[src/rtl/pipe_cpu_pkg.sv]
// Shared types for the pipelined CPU memory path.
// FSM states, access owner and the minimum access latency.
package pipe_cpu_pkg;

    typedef enum logic [1:0] {
        IDLE,
        IF_BUSY,
        DM_BUSY,
        RESP
    } arb_state_t;

    typedef enum logic {
        OWN_IF,
        OWN_DM
    } arb_owner_t;

    // Cycles from grant to port ack with a zero-wait memory.
    localparam int unsigned ARB_MIN_LAT = 2;

endpackage

[src/rtl/unified_mem_arbiter_starve_cnt.sv]
// Counts consecutive data grants taken while a fetch is waiting.
// Saturates at STARVE_MAX; limit_o tells the arbiter to let IF in.
module arb_starve_cnt
    import pipe_cpu_pkg::*;
#(
    parameter int unsigned STARVE_MAX = 4
) (
    input  logic clk_i,
    input  logic rst_i,
    input  logic clr_i,
    input  logic inc_i,
    output logic limit_o
);

    localparam int unsigned CW =
        (STARVE_MAX < 1) ? 1 : $clog2(STARVE_MAX + 1);
    localparam logic [CW-1:0] CNT_MAX = CW'(STARVE_MAX);

    logic [CW-1:0] cnt_q;
    logic [CW-1:0] cnt_d;

    // Clear wins over increment; hold once the limit is reached.
    always_comb begin
        cnt_d = cnt_q;
        if (clr_i) begin
            cnt_d = '0;
        end else if (inc_i && (cnt_q != CNT_MAX)) begin
            cnt_d = cnt_q + CW'(1);
        end
    end

    // Counter register.
    always_ff @(posedge clk_i or negedge rst_i) begin
        if (!rst_i) begin
            cnt_q <= '0;
        end else begin
            cnt_q <= cnt_d;
        end
    end

    assign limit_o = (cnt_q == CNT_MAX);

endmodule

[src/rtl/unified_mem_arbiter.sv]
// Shares one single-port memory between instruction fetch and data access.
// Define ARB_FAIRNESS_EN to bound how long a fetch can be starved by data.
module unified_mem_arbiter
    import pipe_cpu_pkg::*;
#(
    parameter int unsigned ADDR_W     = 32,
    parameter int unsigned DATA_W     = 32,
    parameter int unsigned STARVE_MAX = 4
) (
    input  logic              clk_i,
    input  logic              rst_i,
    input  logic              if_req_i,
    input  logic [ADDR_W-1:0] if_addr_i,
    output logic [DATA_W-1:0] if_rdata_o,
    output logic              if_ack_o,
    input  logic              dm_req_i,
    input  logic              dm_we_i,
    input  logic [ADDR_W-1:0] dm_addr_i,
    input  logic [DATA_W-1:0] dm_wdata_i,
    output logic [DATA_W-1:0] dm_rdata_o,
    output logic              dm_ack_o,
    output logic              stall_if_o,
    output logic              stall_mem_o,
    output logic              mem_req_o,
    output logic              mem_we_o,
    output logic [ADDR_W-1:0] mem_addr_o,
    output logic [DATA_W-1:0] mem_wdata_o,
    input  logic [DATA_W-1:0] mem_rdata_i,
    input  logic              mem_ack_i,
    output logic              err_o
);

    arb_state_t        state_q, state_d;
    arb_owner_t        owner_q, owner_d;
    logic              we_q, we_d;
    logic [ADDR_W-1:0] addr_q, addr_d;
    logic [DATA_W-1:0] wdata_q, wdata_d;
    logic [DATA_W-1:0] if_rdata_q, if_rdata_d;
    logic [DATA_W-1:0] dm_rdata_q, dm_rdata_d;
    logic              err_q, err_d;

    logic busy;
    logic grant_if;
    logic grant_dm;
    logic starve_lim;

    assign busy = (state_q == IF_BUSY) || (state_q == DM_BUSY);

`ifdef ARB_FAIRNESS_EN
    arb_starve_cnt #(
        .STARVE_MAX (STARVE_MAX)
    ) u_starve (
        .clk_i   (clk_i),
        .rst_i   (rst_i),
        .clr_i   (grant_if | ~if_req_i),
        .inc_i   (grant_dm & if_req_i),
        .limit_o (starve_lim)
    );
`else
    logic unused_starve;
    assign unused_starve = (STARVE_MAX == 0);
    assign starve_lim    = 1'b0;
`endif

    // Only IDLE arbitrates: data first, unless fetch has waited too long.
    always_comb begin
        grant_if = 1'b0;
        grant_dm = 1'b0;
        if (state_q == IDLE) begin
            if (dm_req_i && !(if_req_i && starve_lim)) begin
                grant_dm = 1'b1;
            end else if (if_req_i) begin
                grant_if = 1'b1;
            end
        end
    end

    // Next state: latch the winner, wait for memory, report for one cycle.
    always_comb begin
        state_d    = state_q;
        owner_d    = owner_q;
        we_d       = we_q;
        addr_d     = addr_q;
        wdata_d    = wdata_q;
        if_rdata_d = if_rdata_q;
        dm_rdata_d = dm_rdata_q;
        err_d      = err_q;
        unique case (state_q)
            IDLE: begin
                if (grant_dm) begin
                    state_d = DM_BUSY;
                    owner_d = OWN_DM;
                    we_d    = dm_we_i;
                    addr_d  = dm_addr_i;
                    wdata_d = dm_wdata_i;
                end else if (grant_if) begin
                    state_d = IF_BUSY;
                    owner_d = OWN_IF;
                    we_d    = 1'b0;
                    addr_d  = if_addr_i;
                    wdata_d = '0;
                end
            end
            IF_BUSY: begin
                if (mem_ack_i) begin
                    if_rdata_d = mem_rdata_i;
                    state_d    = RESP;
                end
            end
            DM_BUSY: begin
                if (mem_ack_i) begin
                    if (!we_q) begin
                        dm_rdata_d = mem_rdata_i;
                    end
                    state_d = RESP;
                end
            end
            RESP: begin
                state_d = IDLE;
            end
            default: begin
                state_d = IDLE;
            end
        endcase
        if (mem_ack_i && !busy) begin
            err_d = 1'b1;
        end
    end

    // State and datapath registers; reset abandons any access in flight.
    always_ff @(posedge clk_i or negedge rst_i) begin
        if (!rst_i) begin
            state_q    <= IDLE;
            owner_q    <= OWN_IF;
            we_q       <= 1'b0;
            addr_q     <= '0;
            wdata_q    <= '0;
            if_rdata_q <= '0;
            dm_rdata_q <= '0;
            err_q      <= 1'b0;
        end else begin
            state_q    <= state_d;
            owner_q    <= owner_d;
            we_q       <= we_d;
            addr_q     <= addr_d;
            wdata_q    <= wdata_d;
            if_rdata_q <= if_rdata_d;
            dm_rdata_q <= dm_rdata_d;
            err_q      <= err_d;
        end
    end

    assign mem_req_o   = busy;
    assign mem_we_o    = we_q;
    assign mem_addr_o  = addr_q;
    assign mem_wdata_o = wdata_q;

    assign if_ack_o    = (state_q == RESP) && (owner_q == OWN_IF);
    assign dm_ack_o    = (state_q == RESP) && (owner_q == OWN_DM);
    assign if_rdata_o  = if_rdata_q;
    assign dm_rdata_o  = dm_rdata_q;

    assign stall_if_o  = if_req_i & ~if_ack_o;
    assign stall_mem_o = dm_req_i & ~dm_ack_o;

    assign err_o       = err_q;

endmodule

[config.mk]
export PLATFORM = sky130hd
export DESIGN_NAME = unified_mem_arbiter
export DESIGN_NICKNAME = d
export VERILOG_FILES = /design/src/rtl/pipe_cpu_pkg.sv /design/src/rtl/unified_mem_arbiter_starve_cnt.sv /design/src/rtl/unified_mem_arbiter.sv
export SDC_FILE = /design/constraint.sdc
export NUM_CORES = 1
export LEC_CHECK = 0
export ABC_AREA = 1
export CORE_ASPECT_RATIO = 1.4
export CORE_MARGIN = 2
export CORE_UTILIZATION = 30
export DETAILED_ROUTE_END_ITERATION = 10
export PLACE_DENSITY_LB_ADDON = 0.25
export SKIP_LAST_GASP = 1
export SYNTH_ARGS = -nofsm -noshare
export SYNTH_HDL_FRONTEND = slang
export SYNTH_SLANG_ARGS = --single-unit
[constraint.sdc]
create_clock -name clk_i -period 3.77 [get_ports clk_i]
set_input_delay 1.131 -clock clk_i [delete_from_list [all_inputs] [get_ports clk_i]]
set_output_delay 1.131 -clock clk_i [all_outputs]
set_load 0.01 [all_outputs]
==> flow_summary.yaml <==
floorplan:
  floorplan.die_area_um2: 19800
  ios: 269
  design.core.area_um2: 18500
  die_width_um: 120
  initial_utilization_pct: 30.4
  placementRows: 59
  dieHeight_um: 166
drt:
  drt_pre_antenna_iters: 5
  total_length_of_routed_wires_um: 16100
  vias_per_cell: 4.16
  drt-initial-drc-count: 248
  route.antenna.remaining_nets: 0
  via_count: 5009
  drt_drc_violations_left: 0
  post_drt_wl_per_cell_um: 13.4
clock_tree:
  root_buffer_cell: "clkbuf_16"
  cts_hold_buffers: 0
  post_cts.repair.setup_buffers: 0
  cts_resized: 0
  clockBufferDepth: 2
  clk_transition_reported_paths_ns: 0.06
  tritoncts: "built"
  clkSinkCount: 133
  htree_num_levels: 4
  clk-insertion-delay-late_ns: 0.41
  cts_made_buffers: 17
grt:
  groute.layer.met2.usage_pct: 29.1
  first_pass_grt_wire_length_um: 26200
  busiest_layer: "met2"
  global_route.usage.met1_pct: 19.7
  globalRouteMet3Util_pct: 4.91
  initial_antenna_violation_count: 1
  grt_usage_pct: 16.8
  grt_remaining_overflow: 0
  grt_start_max_net_pins: 80
  grt_pass1_vias: 4992
finish:
  n_fill_cell: 1842
  num-nets-final: 1085
  drive_gt1_share_pct: 4.79
  antenna_cells: 0
  area_growth_from_synthesis_to_layout_pct: 62.6
  fin_area_um2: 9120
yosys:
  syn-instance-count: 683
  synth_area_um2: 5610
  post-synth-top-area-fraction_pct: 59.3
  synth-seq-area-share_pct: 59.3
  yosysTopAreaCell: "dfrtp_1"
  synth_warnings: 0
  netlist-cell-type-count: 15
  synthesis.nets: 821
  yosys_register_bits: 133
  synth.area.top_cells: "dfrtp_1 59%, nand2_1 20%, inv_1 6.9%"
  syn-mean-instance-area_um2: 8.21
min_path:
  worst_hold_path_type: "reg2reg"
timing:
  finalCriticalPeriod_ns: 3.52
  fin_worst_skew_ns: 0.00574
  slew-limit-headroom_pct: 25.6
  final-hold-violation-count: 0
  setup-tns-final_ns: 0
  slew_violations: 0
  report.final.setup_viol: 0
  rsz0062_at_grt: "false"
  worstMarginPinSlew_ns: 1.12
  fin_crit_sh_pct: 93.3
  timing.fmax_ghz: 0.284
setup_path:
  timing.critical_path.fanout_max: 4
  crit_path_end_kind: "output pin"
  path_class: "in2out"
  endpoint_arrival_time_on_the_critical_path_ns: 2.39
  critPathLaunchType: "input pin"
  critical_path_required_ns: 2.64
pwr:
  ir_worst_vdd_mv: 0.324
  power_per_unit_of_standard_cell_area_nw_per_um2: 800
  power_leakage_nw: 4.60
status:
  run_status: "finished, final reports clean"
placement:
  gpl.final_weighted_congestion: 0.773
  post_place_instance_area_um2: 8530
  place_hpwl_um: 11700
  portBuffers: 268
flow_run:
  max_cap_violations: 0
## report_power, final
group,switching (mW),internal [mW],leakage (nW)
Sequential,0.349,2.10,1.67
Combinational,1.56,1.65,2.65
Clock,0.642,1.00,0.282
## cell usage in the layout, fill, tap and decap left out, types with 4 or more instances in the layout
cell,instances
clkbuf_16,17
ha_1,4
dfrtp_1,133
buf_4,6
o21ai_0,65
nand2_1,300
clkdlybuf4s50_1,267
nand3_1,36
inv_1,103
## worst max-delay path: stages
cell and delay [ns]:
clkdlybuf4s50_1 0.49, inv_1 0.11, nor2_1 0.12, clkdlybuf4s50_1 0.54
## path summary, 6_finish.rpt
| check | cells after the start | endpoint | slack (ns) | start |
|---|---|---|---|---|
| max in group asynchronous | 2 | if_rdata_o[15]$_DFFE_PN0P_ | 2.31 | rst_i |
| hold reg to reg | 2 | mem_wdata_o[6]$_DFFE_PN0P_ | 0.47 | mem_wdata_o[6]$_DFFE_PN0P_ |
| setup / recovery | 4 | stall_mem_o | 0.25 | dm_req_i |
| min in group asynchronous | 1 | if_rdata_o[6]$_DFFE_PN0P_ | 0.74 | rst_i |
| hold / removal | 2 | mem_wdata_o[6]$_DFFE_PN0P_ | 0.47 | mem_wdata_o[6]$_DFFE_PN0P_ |
| setup reg to reg | 7 | mem_addr_o[1]$_DFFE_PN0P_ | 1.44 | state_q[0]$_DFFE_PN0P_ |
## cells in the mapped netlist
master / number
buf_2: 11
buf_4: 4
buf_6: 2
clkbuf_1: 14
dfrtp_1: 133
ha_1: 4
inv_1: 103
inv_2: 2
nand2_1: 301
nand2_2: 2
nand3_1: 37
nand4_1: 1
nor2_1: 3
o21ai_0: 65
o21bai_1: 1
## kinds of logic after synthesis
kind of cell,share of synthesized area (%)
adder cells (fa/ha/maj),0.892
flip-flops,59.3
buffers and inverters,9.88
AND/OR/NAND/NOR,24.0
AO/OA/AOI/OAI,5.93
## layout make-up
cell class | count | area (um2) | share of cell area (%)
clock inverters | 13 | 148 | 1.62
clock buffers | 19 | 443 | 4.86
well taps | 244 | 305 | 3.35
flip-flops and latches | 133 | 3330 | 36.5
inverters | 105 | 394 | 4.32
repair buffers | 276 | 2770 | 30.4
multi-input cells | 414 | 1740 | 19.0
## routing by layer
metal / part of all wire [%] / wire length, um / vias to the layer above
met2: 52 / 8390 / 147
met4: 2.0 / 327 / 2
met1: 40 / 6400 / 2263
met3: 6.0 / 960 / 22
li1: - / - / 2575
met5: 0.099 / 16 / -
## stage by stage
stage / hold WS, ns / power, mW / std cells / setup WS (ns) / util [%]
2_1_floorplan: 0.464 / 3.86 / 683 / 1.28 / -
3_3_place_gp: 0.453 / 5.70 / 1172 / 0.255 / 46.2
3_5_place_dp: 0.457 / 5.73 / 1172 / 0.248 / 46.2
4_1_cts: 0.472 / 7.43 / 1204 / 0.246 / 49.4
5_1_grt: 0.486 / 7.84 / 1204 / 0.170 / 49.4
6_report: 0.467 / 7.29 / 1204 / 0.252 / 49.4
## sequential cells by signal, summed over array words and instances (netlist names)
| name | flops |
|---|---|
| err_o | 1 |
| mem_wdata_o | 32 |
| mem_we_o | 1 |
| dm_rdata_o | 32 |
| if_rdata_o | 32 |
| mem_addr_o | 32 |
| state_q | 2 |
| owner_q | 1 |
Note: power is estimated with default switching activity, not from simulation.
